### config.mk
export PLATFORM = sky130hd
export DESIGN_NAME = multicycle_ctrl
export DESIGN_NICKNAME = d
export VERILOG_FILES = /design/src/rtl/multicycle_ctrl.sv
export SDC_FILE = /design/constraint.sdc
export NUM_CORES = 1
export LEC_CHECK = 0
export ABC_AREA = 1
export CAP_MARGIN = 0
export CORE_ASPECT_RATIO = 0.5
export CORE_MARGIN = 2
export CORE_UTILIZATION = 36
export DETAILED_ROUTE_END_ITERATION = 10
export PLACE_DENSITY = 0.65
export SYNTH_ARGS = -nofsm -noshare
export SYNTH_HDL_FRONTEND = slang
export SYNTH_SLANG_ARGS = --single-unit
### constraint.sdc
create_clock -name clk -period 2.8 [get_ports clk]
set_input_delay 0.56 -clock clk [delete_from_list [all_inputs] [get_ports clk]]
set_output_delay 0.56 -clock clk [all_outputs]
set_load 0.05 [all_outputs]
### src/rtl/multicycle_ctrl.sv
// ============================================================================
// multicycle_ctrl : IF/ID/EXE/MEM/WB control FSM for the multicycle MIPS core
// Rev 1.0 - initial release
// ============================================================================
`default_nettype none

module multicycle_ctrl #(
   parameter int INSTR_CNT_W = 32
) (
   input  logic                   clk,
   input  logic                   rst,
   input  logic                   run,
   input  logic [5:0]             opcode,
   input  logic [5:0]             funct,
   input  logic                   zero,
   output logic                   pc_we,
   output logic [1:0]             pc_src,
   output logic                   i_or_d,
   output logic                   mem_rd,
   output logic                   mem_wr,
   output logic                   ir_we,
   output logic                   reg_we,
   output logic                   reg_dst,
   output logic                   mem_to_reg,
   output logic                   ext_sel,
   output logic [1:0]             alu_src_a,
   output logic [2:0]             alu_src_b,
   output logic [2:0]             alu_op,
   output logic [2:0]             state,
   output logic                   halted,
   output logic                   illegal,
   output logic [INSTR_CNT_W-1:0] instr_count
);

   typedef enum logic [2:0] {
      S_IF   = 3'd0,
      S_ID   = 3'd1,
      S_EXE  = 3'd2,
      S_MEM  = 3'd3,
      S_WB   = 3'd4,
      S_HALT = 3'd5
   } state_t;

   localparam logic [5:0] OP_RTYPE = 6'b000000;
   localparam logic [5:0] OP_ADDI  = 6'b001000;
   localparam logic [5:0] OP_ORI   = 6'b001101;
   localparam logic [5:0] OP_LW    = 6'b100011;
   localparam logic [5:0] OP_SW    = 6'b101011;
   localparam logic [5:0] OP_BEQ   = 6'b000100;
   localparam logic [5:0] OP_J     = 6'b000010;
   localparam logic [5:0] OP_HALT  = 6'b111111;

   state_t                 state_q, state_d;
   logic [INSTR_CNT_W-1:0] instr_count_q, instr_count_d;

   logic       is_r, r_ok, r_shift, legal;
   logic [2:0] r_alu_op;

   always_comb begin
      r_ok     = 1'b1;
      r_shift  = 1'b0;
      r_alu_op = 3'b000;
      case (funct)
         6'b100000: r_alu_op = 3'b000;
         6'b100010: r_alu_op = 3'b001;
         6'b101010: r_alu_op = 3'b010;
         6'b000010: begin r_alu_op = 3'b011; r_shift = 1'b1; end
         6'b000000: begin r_alu_op = 3'b100; r_shift = 1'b1; end
         6'b100101: r_alu_op = 3'b101;
         6'b100100: r_alu_op = 3'b110;
         6'b100110: r_alu_op = 3'b111;
         default:   r_ok = 1'b0;
      endcase
      is_r = (opcode == OP_RTYPE);
      case (opcode)
         OP_RTYPE:                                   legal = r_ok;
         OP_ADDI, OP_ORI, OP_LW, OP_SW, OP_BEQ,
         OP_J, OP_HALT:                              legal = 1'b1;
         default:                                    legal = 1'b0;
      endcase
   end

   always_comb begin
      state_d       = state_q;
      instr_count_d = instr_count_q;
      pc_we         = 1'b0;
      pc_src        = 2'b00;
      i_or_d        = 1'b0;
      mem_rd        = 1'b0;
      mem_wr        = 1'b0;
      ir_we         = 1'b0;
      reg_we        = 1'b0;
      reg_dst       = 1'b0;
      mem_to_reg    = 1'b0;
      ext_sel       = 1'b0;
      alu_src_a     = 2'b00;
      alu_src_b     = 3'b000;
      alu_op        = 3'b000;
      halted        = 1'b0;
      illegal       = 1'b0;
      // Everything stays at its inactive default while reset is held.
      if (!rst) begin
         case (state_q)
            S_IF: begin
               if (run) begin
                  mem_rd        = 1'b1;
                  ir_we         = 1'b1;
                  alu_src_b     = 3'b001;
                  pc_we         = 1'b1;
                  instr_count_d = instr_count_q + 1'b1;
                  state_d       = S_ID;
               end
            end
            S_ID: begin
               // ALU precomputes the branch target into ALUOut.
               alu_src_b = 3'b011;
               ext_sel   = 1'b1;
               if (!legal) begin
                  illegal = 1'b1;
                  state_d = S_IF;
               end else if (opcode == OP_J) begin
                  pc_src  = 2'b10;
                  pc_we   = 1'b1;
                  state_d = S_IF;
               end else if (opcode == OP_HALT) begin
                  state_d = S_HALT;
               end else begin
                  state_d = S_EXE;
               end
            end
            S_EXE: begin
               alu_src_a = 2'b01;
               state_d   = S_IF;
               if (is_r) begin
                  alu_op  = r_alu_op;
                  state_d = S_WB;
                  if (r_shift) begin
                     alu_src_a = 2'b10;
                     alu_src_b = 3'b100;
                  end
               end else if (opcode == OP_ADDI || opcode == OP_LW || opcode == OP_SW) begin
                  alu_src_b = 3'b010;
                  ext_sel   = 1'b1;
                  state_d   = (opcode == OP_ADDI) ? S_WB : S_MEM;
               end else if (opcode == OP_ORI) begin
                  alu_src_b = 3'b010;
                  alu_op    = 3'b101;
                  state_d   = S_WB;
               end else if (opcode == OP_BEQ) begin
                  alu_op = 3'b001;
                  pc_src = 2'b01;
                  pc_we  = zero;
               end
            end
            S_MEM: begin
               i_or_d  = 1'b1;
               state_d = S_IF;
               if (opcode == OP_LW) begin
                  mem_rd  = 1'b1;
                  state_d = S_WB;
               end else if (opcode == OP_SW) begin
                  mem_wr = 1'b1;
               end
            end
            S_WB: begin
               reg_we     = 1'b1;
               reg_dst    = is_r;
               mem_to_reg = (opcode == OP_LW);
               state_d    = S_IF;
            end
            S_HALT: begin
               halted = 1'b1;
            end
            default: state_d = S_IF;
         endcase
      end
   end

   always_ff @(posedge clk or posedge rst) begin
      if (rst) begin
         state_q       <= S_IF;
         instr_count_q <= '0;
      end else begin
         state_q       <= state_d;
         instr_count_q <= instr_count_d;
      end
   end

   assign state       = state_q;
   assign instr_count = instr_count_q;

endmodule

`default_nettype wire

==> results by group, run 1 <==
Routing
  • Final Routed Wirelength: 6.61 mm
  • Initial DRC Count: roughly 90
  • Vias: 2504
  • Wirelength per Cell: 12.6 um
  • Pre-antenna DRT Iters: 4
  • DR DRC count: 0
  • Final ANT Viol Nets: 0
  • Via/cell ratio: 4.76

STA
  • Final count of hold timing violations: 0
  • Final setup vio count: 0
  • Max-slew violation count: 0
  • RSZ-0062 raised after global routing: false
  • Layout Skew: 0.00316 ns
  • Setup TNS: 0 ns
  • Highest clock rate: 0.369 GHz
  • Post-layout minimum cycle time: roughly 2.7 ns
  • Final worst-path cycle share: 0.967
  • Worst Tran Pin Value: roughly 0.54 ns
  • Headroom to the max-slew limit: 0.639
  • Worst setup margin: between 0.09 and 0.1 ns

Global routing
  • GR Util All Layers: 0.186
  • Initial antenna violation count: 0
  • Grt ovf: 0
  • Global-route wire length before repair: 11.2 mm
  • Vias in the first global route: 2385
  • Largest net degree at the start of global routing: 33

Yosys
  • Largest area contributor in the netlist: dfrtp_1
  • Top-count cell post-synth: nand2_1
  • Top-area cell type share of the netlist area: 0.358
  • Net count after synthesis: 370
  • Top post-synthesis cells by count: nand2_1 (92), nor2_1 (53), inv_1 (48)
  • Post-synthesis cell count: approximately 350
  • Seq cells post-synth: 35
  • Top_reg_cell synth: dfrtp_1
  • Mapped cell area: 0.00244 mm2
  • Synth area leaders: dfrtp_1 (36%), nand2_1 (14%), nor2_1 (8.1%)
  • Sequential area share after synthesis: 0.358
  • Synth async-reset ratio: 1.00
  • Syn Area/Cell: 6.93 um2
  • EDFF count, synth: 0
  • Yosys cell types: 33
  • Yosys warns: 0

Setup path
  • Setup slack, reg-to-reg: 0.86 ns
  • Setup crit start kind: input pin
  • R2r endpoint: instr_count[10]$_DFFE_PP0P_
  • CP Max Fanout: 4
  • CP startpoint: opcode[0]
  • Crit path to: mem_rd
  • Setup crit end kind: primary output
  • Arrival time worst endpoint: 2.15 ns
  • CP Class: input pin to primary output
  • Worst reg2reg path depth: 8
  • Worst path required time: 2.24 ns
  • FF-to-FF Start: state[1]$_DFFE_PP0P_

Clock network
  • Worst-Skew Late Latency: roughly 0.28 ns
  • Total CTS buffers: 5
  • CTS tree: built
  • Postcts setup bufs: 0
  • Clock slew at reported path FFs: 0.05 ns
  • Clock Sinks: 35
  • Hold bufs inserted after CTS: 0
  • Root Buffer: clkbuf_16
  • Max clock buf depth: 2
  • Max H-tree Level: 2

Final layout
  • Layout cells sized above 1: 0.120
  • Filler instances: 652
  • Fin cells: around 530
  • Final net count: 450
  • Diodes inserted: 0
  • Area Growth Syn to Fin: 49.7%

Pwr
  • Worst VDD drop: 0.233 mV
  • Leakage: 1.78 nW
  • Pwr Density: 536 mW/mm2

Die
  • Row Count: 21
  • Die X: approximately 120 um
  • Die extent in y: 62.3 um
  • Die area: 0.00751 mm2
  • Top Ports: 72
  • CORE AREA: between 0.006 and 0.007 mm2
  • Initial Util: 0.369

Placed design
  • Input/output buffers: 71
  • DP HPWL: 5.23 mm
  • Placer congestion estimate: 0.836
  • Setup WS pre-CTS: between 0.1 and 0.15 ns
  • Placed Cells: roughly 520

Hold path
  • Hold path startpoint: instr_count[18]$_DFFE_PP0P_
  • Hold crit path type: flip-flop to flip-flop

Flow run
  • Max-cap viol count: 0

Run status
  • Outcome: completed
[critical path, stage by stage]
cell,delay (ns)
clkdlybuf4s50_1,0.49
nand2_1,0.08
nor3_1,0.31
nand3_1,0.16
o21ai_0,0.34
buf_12,0.19
[per-layer routing]
layer  GRT usage  wire [um]  up-vias
met3      0.0772        599        7
li1            -          -     1286
met5           0          0        -
met4      0.0567         93        0
met2       0.263       2690       69
met1       0.257       3230     1142
[placed cells by master (no fill, tap or decap), types with 5 or more instances in the layout]
| cell | netlist | routed |
|---|---|---|
| buf_4 | 2 | 7 |
| nor3_1 | 12 | 12 |
| dfrtp_1 | 35 | 35 |
| buf_12 | 0 | 19 |
| clkbuf_16 | 0 | 5 |
| nand4_1 | 11 | 11 |
| o21ai_0 | 5 | 5 |
| nand2_1 | 92 | 91 |
| xor2_1 | 13 | 13 |
| nor2_2 | 3 | 5 |
| clkdlybuf4s50_1 | 0 | 50 |
| xnor2_1 | 14 | 14 |
| inv_1 | 48 | 48 |
| nor2_1 | 53 | 51 |
| a21oi_1 | 5 | 5 |
| nand3_1 | 35 | 35 |
[kinds of logic after synthesis]
| group | synth area share |
|---|---|
| and+or+nand+nor | 0.410 |
| buffers and inverters | 0.0911 |
| DFF | 0.358 |
| xor gates and xnor gates | 0.0967 |
| AOI/OAI and AO/OA | 0.0384 |
| adders and majority gates | 0.00512 |
[final cells by class]
class,instances,area [um2],area share
Tap cell,92,115,0.0314
Timing Repair Buffer,76,933,0.255
Inverter,51,196,0.0537
Multi-Input combinational cell,264,1370,0.373
Sequential cell,35,876,0.239
Clock buffer,6,139,0.0379
Clock inverter,2,35.0,0.00957
[what timing repair did]
action                                  in CTS  in global routing
hold endpoints to repair                     0                  0
resized for setup                            0                  3
endpoints found under the setup margin       0                  3
[worst min path at each step]
stage | to | slack [ns] | cells after the start
global route | instr_count[18]$_DFFE_PP0P_ | 0.53 | 1
global placement | instr_count[18]$_DFFE_PP0P_ | 0.49 | 1
detailed placement | instr_count[18]$_DFFE_PP0P_ | 0.49 | 1
floorplan | instr_count[0]$_DFFE_PP0P_ | 0.55 | 2
CTS | instr_count[18]$_DFFE_PP0P_ | 0.50 | 1
finish | instr_count[18]$_DFFE_PP0P_ | 0.50 | 1
[through the flow]
stage	hold slack (ns)	area [um2]	power, mW	utilization
floorplan	0.548	2460	1.03	-
global placement	0.486	3480	1.33	0.526
detailed placement	0.492	3480	1.33	0.526
CTS	0.499	3650	1.98	0.552
global route	0.533	3660	2.06	0.553
finish	0.497	3660	1.96	0.553
[power by group]
group | internal [mW] | switching (mW)
clock | 0.442 | 0.202
combinational | 0.261 | 0.452
sequential | 0.547 | 0.0582
[sequential cells by signal, summed over array words and instances (netlist names)]
name         count
instr_count     32
state            3
Note: power is estimated with default switching activity, not from simulation.
==> run 2: changes to the inputs <==
Settings changed: CTS_BUF_LIST from default to sky130_fd_sc_hd__clkbuf_8.
==> run 2 against run 1 <==
Sequential share of layout area up 0.37 points. Worst setup slack did not move. Sequential power hardly changed. Sequential cell count stayed put. Critical path depth unchanged. Design area decreased by 1.5%. Combinational power about the same. Clock power shrank 28%. Fmax unchanged. Global-route usage is 0.41 points lower. Via count down 1.2%. Highest routed layer unchanged. Cell count did not move.
==> results by group, run 2 (synthesis results as in run 1) <==
Clock network
  • Max clock buf depth: 2
  • Postcts setup bufs: 0
  • Worst-Skew Late Latency: roughly 0.28 ns
  • Total CTS buffers: 5
  • Max H-tree Level: 2
  • CTS tree: built
  • Clock Sinks: 35
  • Clock slew at reported path FFs: 0.07 ns
  • Root Buffer: clkbuf_8

Placed design
  • Placer congestion estimate: 0.836
  • Placed Cells: 518
  • Post-placement cell area: 0.00348 mm2
  • Input/output buffers: 71
  • DP HPWL: between 5 and 6 mm

STA
  • Final worst-path cycle share: 0.967
  • Post-layout minimum cycle time: 2.71 ns
  • Final count of hold timing violations: 0
  • Max-slew violation count: 0
  • Final setup vio count: 0
  • Setup TNS: 0 ns
  • Worst Tran Pin Value: 0.539 ns
  • Highest clock rate: approximately 0.37 GHz
  • Headroom to the max-slew limit: 0.640
  • RSZ-0062 raised after global routing: false
  • Layout Skew: 0.00898 ns

Routing
  • DR DRC count: 0
  • Via/cell ratio: between 4 and 5
  • Pre-antenna DRT Iters: 4
  • Initial DRC Count: 126
  • Wirelength per Cell: 12.5 um
  • Vias: 2475
  • Final Routed Wirelength: roughly 6.6 mm
  • Final ANT Viol Nets: 0

Pwr
  • Leakage: 1.75 nW
  • Flop pwr share: 0.339
  • Internal power: 1.09 mW
  • Total power: 1.78 mW
  • Combinational Power Share: 0.400
  • Sw Pwr: 685 uW
  • Sw Ratio: 0.385
  • Worst VDD drop: 0.200 mV
  • Clock power share: 0.260
  • Pwr Density: 494 mW/mm2

Die
  • Die area: 0.00751 mm2
  • Initial Util: 0.369
  • Top Ports: 72
  • CORE AREA: 0.00662 mm2
  • Die extent in y: about 62 um
  • Row Count: 21
  • Die X: between 100 and 150 um

Setup path
  • Arrival time worst endpoint: 2.15 ns
  • Worst path required time: 2.24 ns
  • Setup slack, reg-to-reg: 0.81 ns
  • CP Class: input pin to primary output
  • Crit-path slowest cell: clkdlybuf4s50_1
  • Setup crit end kind: primary output
  • Buffer and inverter count on the worst path: 2
  • Setup crit start kind: input pin
  • CP Max Fanout: 4
  • Cells along the critical path: clkdlybuf4s50_1 > nand2_1 > nor3_1 > nand3_1 > o21ai_0 > buf_12
  • Top delay family on crit path: buffers and inverters
  • CP peak stage delay: around 0.5 ns

Final layout
  • Final net count: 450
  • Number of flip-flops under the largest register name: 32
  • Area Growth Syn to Fin: 47.4%
  • Diodes inserted: 0
  • Design Area, Final: 0.00360 mm2
  • Multi-input gate area: between 0.001 and 0.0015 mm2
  • Layout cells sized above 1: 0.120
  • Most common cell after layout, fill and taps aside: nand2_1
  • Filler instances: roughly 660
  • Fin cells: roughly 530
  • Seq. cell area: around 880 um2
  • Most frequent cells in the layout: nand2_1 (91), nor2_1 (51), clkdlybuf4s50_1 (50)

Global routing
  • Initial antenna violation count: 0
  • Grt ovf: 0
  • Vias in the first global route: 2368
  • GR Util All Layers: 0.182
  • Largest net degree at the start of global routing: 33
  • Global-route wire length before repair: between 10 and 15 mm

Flow run
  • Max-cap viol count: 0

Hold path
  • Hold crit path type: flip-flop to flip-flop

Run status
  • Outcome: completed
==> run 2: per-layer routing <==
layer | GRT usage | up-vias | wire length [um]
met5 | 0 | - | 0
met4 | 0.0262 | 0 | 27
met3 | 0.0772 | 2 | 613
met2 | 0.261 | 68 | 2640
met1 | 0.258 | 1127 | 3270
li1 | - | 1278 | -
==> run 2: path summary, 6_finish.rpt <==
| path | from | endpoint | depth (start not counted) |
|---|---|---|---|
| max in group asynchronous | rst | instr_count[12]$_DFFE_PP0P_ | 3 |
| max reg2reg | state[1]$_DFFE_PP0P_ | instr_count[10]$_DFFE_PP0P_ | 8 |
| min | instr_count[18]$_DFFE_PP0P_ | instr_count[18]$_DFFE_PP0P_ | 1 |
| min in group asynchronous | rst | state[1]$_DFFE_PP0P_ | 2 |
| min reg2reg | instr_count[18]$_DFFE_PP0P_ | instr_count[18]$_DFFE_PP0P_ | 1 |
| max | opcode[0] | mem_rd | 6 |
==> run 2: final cells by class <==
class	instances	area share
Clock buffer	6	0.0229
Inverter	51	0.0545
Multi-Input combinational cell	264	0.379
Timing Repair Buffer	76	0.259
Tap cell	92	0.0319
Clock inverter	2	0.00972
Sequential cell	35	0.243
==> run 2: metrics by stage <==
step / utilization / hold WS, ns / setup WS (ns)
final: 0.544 / 0.499 / 0.0917
after global routing: 0.544 / 0.536 / 0.00240
after CTS: 0.543 / 0.502 / 0.0918
after detailed placement: 0.526 / 0.492 / 0.123
after global placement: 0.526 / 0.486 / 0.147
after floorplan: - / 0.548 / 0.0191
==> run 2: what timing repair did <==
item | 4_1_cts | 5_1_grt
gates resized for setup | 0 | 3
hold buffers | 0 | 0
endpoints found under the setup margin | 0 | 3
==> run 2: power by group through the flow <==
stage | Combinational (mW) | Clock [mW] | Sequential (mW)
floorplan | 0.290 | 0 | 0.743
global placement | 0.712 | 0 | 0.614
detailed placement | 0.715 | 0 | 0.613
CTS | 0.717 | 0.473 | 0.606
global route | 0.764 | 0.500 | 0.617
finish | 0.713 | 0.464 | 0.604
==> run 3: changes to the inputs <==
Settings changed: MAX_ROUTING_LAYER from default to met4.
==> run 3 against run 2 <==
Clock power is 13% lower. Power is 3.2% lower. Largest cell class unchanged. Count of clock-buffer cells in the layout is 1 higher. Combinational power is 0.6% higher. Routed wire length is 2.2% higher. Sequential power hardly changed. Register-to-register slack better by 0.06 ns. Hold slack worse by 0.0049 ns. Critical path depth stayed put.
==> results by group, run 3 (synthesis results as in run 1) <==
Setup path
  • Arrival time worst endpoint: 2.15 ns
  • CP Max Fanout: 4
  • Worst path required time: 2.24 ns
  • Setup crit start kind: input pin
  • Setup crit end kind: primary output
  • CP Class: input pin to primary output

Die
  • Die X: 121 um
  • Row Count: 21
  • Die extent in y: around 62 um
  • Top Ports: ~70
  • CORE AREA: 0.00662 mm2
  • Initial Util: 0.369
  • Die area: approximately 0.0075 mm2

Routing
  • Final Routed Wirelength: between 6 and 7 mm
  • Wirelength per Cell: between 10 and 15 um
  • DR DRC count: 0
  • Pre-antenna DRT Iters: 5
  • Via/cell ratio: between 4 and 5
  • Vias: 2500
  • Final ANT Viol Nets: 0
  • Initial DRC Count: 147

STA
  • Setup TNS: 0 ns
  • Final hold slack: 0.494 ns
  • Final setup vio count: 0
  • Highest clock rate: 0.369 GHz
  • Final worst-path cycle share: 0.968
  • Post-layout minimum cycle time: 2.71 ns
  • Final count of hold timing violations: 0
  • Max-slew violation count: 0
  • Worst Tran Pin Value: 0.547 ns
  • Layout Skew: about 0.0064 ns
  • RSZ-0062 raised after global routing: false
  • Headroom to the max-slew limit: 0.634

Final layout
  • Final net count: 451
  • Core Util, Final: 0.544
  • Filler instances: 653
  • Area Growth Syn to Fin: 47.3%
  • Diodes inserted: 0
  • Most frequent cells in the layout: nand2_1 (91), nor2_1 (50), clkdlybuf4s50_1 (50)
  • Layout cells sized above 1: 0.124
  • Most common cell after layout, fill and taps aside: nand2_1
  • Number of flip-flops under the largest register name: 32

Global routing
  • Largest net degree at the start of global routing: 21
  • GR Util All Layers: 0.197
  • Global-route wire length before repair: 11.4 mm
  • Vias in the first global route: 2461
  • Initial antenna violation count: 0
  • Grt ovf: 0

Clock network
  • Clock slew at reported path FFs: 0.07 ns
  • Worst-Skew Late Latency: 0.29 ns
  • Clock Sinks: 35
  • Root Buffer: clkbuf_8
  • Total CTS buffers: 5
  • Postcts setup bufs: 0
  • Max clock buf depth: 2
  • CTS tree: built
  • Max H-tree Level: 2

Pwr
  • Worst VDD drop: 0.214 mV
  • Total power: 1.72 mW
  • Leakage: 1.75 nW
  • Pwr Density: 478 mW/mm2

Run status
  • Outcome: completed

Hold path
  • Hold crit path type: flip-flop to flip-flop

Flow run
  • Max-cap viol count: 0

Placed design
  • DP HPWL: 5.40 mm
  • Input/output buffers: 71
  • Placer congestion estimate: 0.885
==> run 3: changes by cell type in the layout (fill, tap and decap cells not counted), sizes merged <==
cell and delta:
bufinv -1, inv +1, clkinv -1, buf +1, clkbuf +1
==> run 3: cell type report <==
class,count,area (um2),share of cell area
multi-input cells,264,1370,0.381
repair buffers,77,941,0.261
flip-flops and latches,35,876,0.243
inverters,51,196,0.0545
well taps,92,115,0.0320
clock buffers,7,96.3,0.0267
clock inverters,1,3.75,0.00104
==> run 3: through the flow <==
| step | worst slack, ns | std cells | area [um2] |
|---|---|---|---|
| floorplan | 0.0191 | 353 | 2460 |
| global placement | 0.114 | 519 | 3490 |
| detailed placement | 0.0538 | 519 | 3490 |
| finish | 0.0893 | 527 | 3600 |
| CTS | 0.0177 | 527 | 3590 |
| global route | 0.00325 | 527 | 3600 |
==> run 3: report_power, final <==
group	internal [mW]	switching, mW	leakage (nW)
clock network	0.221	0.182	0.0557
logic	0.263	0.454	1.23
registers	0.546	0.0568	0.470
total	1.03	0.693	1.75
==> run 3: worst paths after layout <==
path / endpoint / startpoint / slack [ns] / cells after the start
setup / recovery: mem_rd / opcode[5] / 0.09 / 6
hold / removal: instr_count[18]$_DFFE_PP0P_ / instr_count[18]$_DFFE_PP0P_ / 0.49 / 1
setup reg to reg: instr_count[10]$_DFFE_PP0P_ / state[1]$_DFFE_PP0P_ / 0.87 / 8
hold reg to reg: instr_count[18]$_DFFE_PP0P_ / instr_count[18]$_DFFE_PP0P_ / 0.49 / 1
max in group asynchronous: instr_count[6]$_DFFE_PP0P_ / rst / 1.86 / 3
min in group asynchronous: instr_count[1]$_DFFE_PP0P_ / rst / 0.73 / 3
==> run 3: per-layer routing <==
metal / track usage / wire length (um)
met5: - / 0
met4: 0.0392 / 59
met3: 0.0974 / 758
met2: 0.276 / 2730
met1: 0.258 / 3150
==> run 3: what timing repair did <==
item / 4_1_cts / 5_1_grt
hold buffers: 0 / 0
gates resized for setup: 0 / 5
endpoints found under the setup margin: 0 / 9
==> run 3: critical path, stage by stage <==
cell and delay [ns]:
clkdlybuf4s50_1 0.48, inv_1 0.08, nor3_2 0.27, nand3_1 0.14, o21ai_0 0.41, buf_12 0.20
